--- src/rtl/bipolar_stream_gen.sv ---
// bipolar_stream_gen: two's-complement value to 2^WIDTH-bit bipolar unary stream, bit-reversed counter order
module bipolar_stream_gen #(
  parameter int WIDTH = 8
) (
  input  logic             clk,
  input  logic             rst_n,
  input  logic             in_valid,
  output logic             in_ready,
  input  logic [WIDTH-1:0] in_data,
  output logic             out_valid,
  input  logic             out_ready,
  output logic             out_bit,
  output logic             out_last
);
  typedef enum logic {IDLE, RUN} state_t;
  state_t           r_state, w_state_nxt;
  logic [WIDTH-1:0] r_s, r_u, w_s_nxt, w_u_nxt, w_rev;
  logic             w_in_hs, w_beat;
  for (genvar i = 0; i < WIDTH; i++) begin : g_rev
    assign w_rev[i] = r_s[WIDTH-1-i];
  end
  assign out_valid = r_state == RUN;
  assign out_last  = out_valid & (r_s == {WIDTH{1'b1}});
  assign out_bit   = out_valid & (w_rev < r_u);
  // a value may be accepted on the final beat so streams run back-to-back
  assign in_ready  = !out_valid | (out_last & out_ready);
  assign w_in_hs   = in_valid & in_ready;
  assign w_beat    = out_valid & out_ready;
  always_comb begin
    w_state_nxt = r_state;
    w_s_nxt     = r_s;
    w_u_nxt     = r_u;
    if (w_in_hs) begin
      w_state_nxt = RUN;
      w_s_nxt     = '0;
      w_u_nxt     = {~in_data[WIDTH-1], in_data[WIDTH-2:0]};
    end else if (w_beat) begin
      w_state_nxt = out_last ? IDLE : RUN;
      w_s_nxt     = out_last ? '0 : r_s + 1'b1;
    end
  end
  always_ff @(posedge clk) begin
    if (!rst_n) begin
      r_state <= IDLE;
      r_s     <= '0;
      r_u     <= '0;
    end else begin
      r_state <= w_state_nxt;
      r_s     <= w_s_nxt;
      r_u     <= w_u_nxt;
    end
  end
endmodule

--- config.mk ---
export PLATFORM = sky130hd
export DESIGN_NAME = bipolar_stream_gen
export DESIGN_NICKNAME = d
export VERILOG_FILES = /design/src/rtl/bipolar_stream_gen.sv
export SDC_FILE = /design/constraint.sdc
export NUM_CORES = 1
export LEC_CHECK = 0
export ABC_AREA = 1
export CELL_PAD_IN_SITES_DETAIL_PLACEMENT = 0
export CELL_PAD_IN_SITES_GLOBAL_PLACEMENT = 1
export CORE_MARGIN = 2
export CORE_UTILIZATION = 36
export DETAILED_ROUTE_END_ITERATION = 12
export PLACE_DENSITY = 0.84
export SETUP_SLACK_MARGIN = 0.15
export SLEW_MARGIN = 20
export SYNTH_ARGS = -nofsm -noshare
export SYNTH_HDL_FRONTEND = slang
export SYNTH_SLANG_ARGS = --single-unit
--- constraint.sdc ---
create_clock -name clk -period 1.48 [get_ports clk]
set_input_delay 0.148 -clock clk [delete_from_list [all_inputs] [get_ports clk]]
set_output_delay 0.148 -clock clk [all_outputs]
set_load 0.01 [all_outputs]
Yosys cells after proc, flatten, opt, wreduce, memory -nomap -nowiden --
Cells that the tools add are included.
Cells by class: $add $sub $neg 1, magnitude comparators 1, equality and inequality tests 1, multiplexer cells 4, bitwise gates (word level) 8, reduce and logical (&&, ||, !) cells 3
Operator list (count):
- $add A8 B1 Y8 const B | 1
- $eq A8 B8 Y1 const B | 1
- $lt A8 B8 Y1 | 1
- $mux W8 | 1
- $and A1 B1 Y1 | 5
- $mux W1 | 3
- $not A1 Y1 | 2
- $reduce_bool A2 Y1 | 1
- $reduce_or A2 Y1 | 1
- $logic_not A1 Y1 | 1
- $or A1 B1 Y1 | 1
Storage, ports and cells: register bits after elaboration 17, bits of input ports 12, output and inout bits 4, logic and storage cells 21

Longest topological paths before layout --
depth after elaboration 6, gate-level depth with buffers 9, depth with buffers taken out 9

Worst setup path after synthesis --
Ideal clock, no wire load.
path kind reg2reg, start point register r_s[0], end point register r_u[0], setup time 0.064 ns, data arrival time 1.274 ns, data required time 1.416 ns, path slack 0.142 ns, cell stages (with the launch flop) 9, buffers on the path 1, period minus slack after synthesis 1.338 ns, cell sequence dfxtp_1 -> ha_1 -> nand2_1 -> nor2_2 -> nand3_2 -> nand2_2 -> buf_8 -> a21oi_1 -> nor2_1
Between the ends: cells in the longest elaborated chain, start to end 5
RTL lines:
- start, declared | RTL line 17 | logic [WIDTH-1:0] r_s, r_u, w_s_nxt, w_u_nxt, w_rev;
- start signal, assigned | RTL line 49 | r_s <= w_s_nxt;
- $eq A8 B8 Y1 | RTL line 23 | assign out_last = out_valid & (r_s == {WIDTH{1'b1}});
- $and A1 B1 Y1 | RTL line 23
- $and A1 B1 Y1 | RTL line 26 | assign in_ready = !out_valid | (out_last & out_ready);
- $or A1 B1 Y1 | RTL line 26
- named net in_ready | RTL line 8 | output logic in_ready,
- $and A1 B1 Y1 | RTL line 27 | assign w_in_hs = in_valid & in_ready;
- end signal, assigned | RTL line 50 | r_u <= w_u_nxt;
- end, declared | RTL line 17
The timed path passes the listed nets, and every way through them passes these cells. A chain may end at the register's enable or synchronous reset.

Worst setup path in the final report --
start point register r_u[7], end point output port out_bit
Between the ends: cells in the longest elaborated chain, start to end 2
RTL lines:
- $lt A8 B8 Y1 | RTL line 24 | assign out_bit = out_valid & (w_rev < r_u);
- $and A1 B1 Y1 | RTL line 24
- end, declared | RTL line 12 | output logic out_bit,
Every way passes these cells.

==> impl_metrics.prom <==
# TYPE chip_impl_metric gauge
chip_impl_info{name="regToRegEndpoint",value="r_s[3]"} 1
chip_impl_info{name="grt_setup_unrepaired",value="true"} 1
chip_impl_metric{name="synthesis.area",unit="um^2"} 1000
chip_impl_info{name="tritoncts_clock_tree",value="yes"} 1
chip_impl_info{name="violations",value="setup timing"} 1
chip_impl_info{name="critical_path_class",value="reg2out"} 1
chip_impl_metric{name="timing.critical_path.required",unit="ns"} 1.33
chip_impl_metric{name="hpwlAfterDp",unit="mm"} 1.66
chip_impl_info{name="hold_start",value="r_u[5]"} 1
chip_impl_metric{name="layout-drive-gt1-share",unit="%"} 49.0
chip_impl_metric{name="htree_levels",unit=""} 1
chip_impl_metric{name="timing.final.hold_violations",unit=""} 0
chip_impl_metric{name="hold_buffers",unit=""} 0
chip_impl_metric{name="worst-r2r-cell-count",unit=""} 9
chip_impl_metric{name="dpl-instance-area",unit="um^2"} 1300
chip_impl_metric{name="die-area",unit="um^2"} 3220
chip_impl_metric{name="power_per_cell_area",unit="nW/um^2"} 583
chip_impl_metric{name="firstDrtPassIters",unit=""} 5
chip_impl_metric{name="detail-route-antenna-nets",unit=""} 0
chip_impl_metric{name="grt_pass1_vias",unit=""} 1024
chip_impl_metric{name="numPortBuffers",unit=""} 15
chip_impl_info{name="yosys_most_used_dff",value="dfxtp_1"} 1
chip_impl_metric{name="critPathBufInv",unit=""} 2
chip_impl_metric{name="nets",unit=""} 217
chip_impl_metric{name="sequentialPowerShare",unit="%"} 48.2
chip_impl_metric{name="worst_setup_hold_path_clk_slew",unit="ns"} 0.10
chip_impl_metric{name="globalRouteOverflowTotal",unit=""} 0
chip_impl_metric{name="final_critical_path_setup_slack",unit="ns"} -0.119
chip_impl_metric{name="timing.critical_path.slowest_cell_delay",unit="ns"} 0.34
chip_impl_metric{name="post-route-cell-area",unit="um^2"} 1760
chip_impl_info{name="cpMostUsedCell",value="nand2_1"} 1
chip_impl_metric{name="worst-endpoint-arrival",unit="ns"} 1.45
chip_impl_metric{name="syn_inst",unit=""} 149
chip_impl_metric{name="cts-buffers-inserted",unit=""} 3
chip_impl_metric{name="comb_power_share",unit="%"} 27.4
chip_impl_metric{name="peakVddDrop",unit="uV"} 528
chip_impl_metric{name="drv.max_cap_violation_count",unit=""} 0
chip_impl_metric{name="maxClockFrequency",unit="GHz"} 0.625
chip_impl_metric{name="core_area",unit="um^2"} 2690
chip_impl_metric{name="syn-num-nets",unit=""} 169
chip_impl_info{name="final_cell_mix",value="27 x nand2_1, 22 x inv_1, 20 x buf_4"} 1
chip_impl_metric{name="instances_no_fill",unit=""} 227
chip_impl_info{name="worst_setup_path_start_kind",value="flip-flop"} 1
chip_impl_info{name="worstPathCellList",value="inv_1 > ha_4 > nand2_1 > o21a_1 > nand2_1 > nor2_1 > buf_2"} 1
chip_impl_metric{name="min_path_cells",unit=""} 2
chip_impl_metric{name="clock_latency_at_the_later_pin_of_the_worst_skew_pair",unit="ns"} 0.29
chip_impl_metric{name="die_width",unit="um"} 56.7
chip_impl_metric{name="max_slew_headroom",unit="%"} 72.7
chip_impl_metric{name="holdWs",unit="ns"} 0.461
chip_impl_metric{name="violation_count_after_the_first_detailed_routing_iteration",unit=""} 25
chip_impl_metric{name="yosys_cell_types",unit=""} 19
chip_impl_metric{name="skew",unit="ns"} 0.00360
chip_impl_info{name="mostFrequentLayoutCell",value="nand2_1"} 1
chip_impl_info{name="worst_r2r_startpoint",value="r_s[0]"} 1
chip_impl_metric{name="report.final.slew_viol_count",unit=""} 0
chip_impl_metric{name="grt_antenna_before_repair",unit=""} 0
chip_impl_info{name="critPathSlowestCell",value="dfxtp_2"} 1
chip_impl_info{name="clk_root_buffer_cell",value="clkbuf_4"} 1
chip_impl_info{name="worstSetupEndpointType",value="output pin"} 1
chip_impl_metric{name="synth.ff_latch_count",unit=""} 17
chip_impl_metric{name="synth_enable_flop_cells",unit=""} 0
chip_impl_metric{name="p_int",unit="mW"} 0.732
chip_impl_metric{name="floorplan.io_pins",unit=""} 16
chip_impl_info{name="min_to",value="r_u[5]"} 1
chip_impl_metric{name="floorplan.initialDensity",unit="%"} 37.3
chip_impl_metric{name="cts_sinks",unit=""} 17
chip_impl_metric{name="clock_power_share",unit="%"} 24.4
chip_impl_metric{name="post-route-drc-count",unit=""} 0
chip_impl_metric{name="groute.usage.overall",unit="%"} 17.0
chip_impl_metric{name="switching_share",unit="%"} 28.7
chip_impl_metric{name="fillCellCount",unit=""} 229
chip_impl_metric{name="largest_net_degree_at_the_start_of_global_routing",unit=""} 18
chip_impl_metric{name="syn-mean-instance-area",unit="um^2"} 6.72
chip_impl_info{name="hold_class",value="reg2reg"} 1
chip_impl_metric{name="synth_seq_area_share",unit="%"} 34.0
chip_impl_metric{name="gpl.final_weighted_congestion",unit=""} 0.788
chip_impl_metric{name="chipHeight",unit="um"} 56.7
chip_impl_metric{name="via_per_inst",unit=""} 4.76
chip_impl_metric{name="final_core_util",unit="%"} 65.5
chip_impl_metric{name="reg2reg_setup_slack",unit="ns"} -0.05
chip_impl_metric{name="async_reset_ff_share",unit="%"} 0
chip_impl_metric{name="total_leakage_power",unit="nW"} 0.788
chip_impl_metric{name="rows",unit=""} 19
chip_impl_metric{name="finalSetupViolCount",unit=""} 12
chip_impl_metric{name="worstMarginPinSlew",unit="ns"} 0.408
chip_impl_metric{name="insertedDiodeCount",unit=""} 0
chip_impl_metric{name="ys_warn_count",unit=""} 0
chip_impl_metric{name="cts_buffer_depth",unit=""} 2
chip_impl_metric{name="vias",unit=""} 1081
chip_impl_info{name="outcome",value="finished with violations"} 1
chip_impl_metric{name="worst-path-max-fanout",unit=""} 2
chip_impl_metric{name="layout_min_cycle_time",unit="ns"} 1.60
chip_impl_metric{name="synthToLayoutAreaGrowth",unit="%"} 75.8
chip_impl_metric{name="placed_cells",unit=""} 210
chip_impl_metric{name="period_share",unit="%"} 108
chip_impl_info{name="crit_family",value="flip-flops"} 1
chip_impl_metric{name="routed_wire_length_per_instance",unit="um"} 12.1
chip_impl_info{name="crit_start",value="r_u[7]"} 1
chip_impl_metric{name="grt_pass1_wl",unit="mm"} 4.28
chip_impl_metric{name="routed_wire_length",unit="mm"} 2.76
chip_impl_metric{name="switchingPower",unit="mW"} 0.295
-- synthesized netlist by cell type (2+ instances only) --
cell | number | share of area [%]
a21oi_1 | 11 | 5.5
clkbuf_1 | 2 | 0.75
dfxtp_1 | 17 | 34
ha_1 | 8 | 10
inv_1 | 26 | 9.7
nand2_1 | 36 | 14
nand2_2 | 2 | 1.2
nand3_1 | 11 | 5.5
nor2_1 | 22 | 8.3
nor3_1 | 2 | 1.0
xor2_1 | 4 | 3.5
-- kinds of logic after synthesis --
kind of cell             count (synthesis)  share of synthesized area (%)
XOR/XNOR                                 4                           3.50
AND/OR/NAND/NOR                         75                           31.1
AO/OA/AOI/OAI                           15                           8.25
flip-flops                              17                           34.0
adder cells (fa/ha/maj)                  8                           10.0
buffers and inverters                   30                           13.1
-- state kept, by name, summed over array words and instances (netlist names) --
| name | count |
|---|---|
| out_valid | 1 |
| r_u | 8 |
| r_s | 8 |
-- tightest hold or removal path: stages, from the launching register on --
cell,delay (ns)
dfxtp_2,0.34
a21oi_2,0.03
nor2_2,0.06
-- power groups by stage --
stage                     clock [mW]  combinational [mW]  sequential [mW]
after floorplan                    0               0.109            0.501
after global placement             0               0.179            0.500
after detailed placement           0               0.181            0.501
after CTS                      0.260               0.238            0.493
after global routing           0.283               0.306            0.497
final                          0.251               0.281            0.494
-- per-layer routing --
| metal | up-vias | global-route usage (%) | wire length [um] |
|---|---|---|---|
| li1 | 553 | - | - |
| met1 | 502 | 18.5 | 1120 |
| met2 | 20 | 33.4 | 1530 |
| met3 | 6 | 2.07 | 72 |
| met4 | 0 | 4.98 | 38 |
| met5 | - | 0 | 0 |
-- metrics by stage --
step           total power, mW  TNS (ns)  worst slack [ns]
6_report                  1.03    -0.425            -0.119
5_1_grt                   1.09     -1.71            -0.211
4_1_cts                  0.991    -0.374            -0.158
3_5_place_dp             0.683     -1.28            -0.286
3_3_place_gp             0.679     -1.06            -0.245
2_1_floorplan            0.610         0             0.171
-- repair_timing --
item,4_1_cts,5_1_grt
buffers inserted,4,7
cloned,2,0
pin swaps,16,19
gates resized for setup,67,28
setup endpoints to repair,21,20
-- area by class of cell --
class                   count  area, um^2  area share, %
flip-flops and latches     17         362           20.6
well taps                  31        38.8           2.20
clock buffers               4        26.3           1.49
repair buffers             47         462           26.2
multi-input cells         102         773           44.0
inverters                  26        97.6           5.55
-- worst max path at each step --
stage / cells past startpoint / endpoint
3_5_place_dp: 10 / out_bit
3_3_place_gp: 7 / out_bit
4_1_cts: 10 / out_bit
2_1_floorplan: 8 / r_u[0]
5_1_grt: 7 / out_bit
6_report: 7 / out_bit
(Power assumes the default switching activity.)
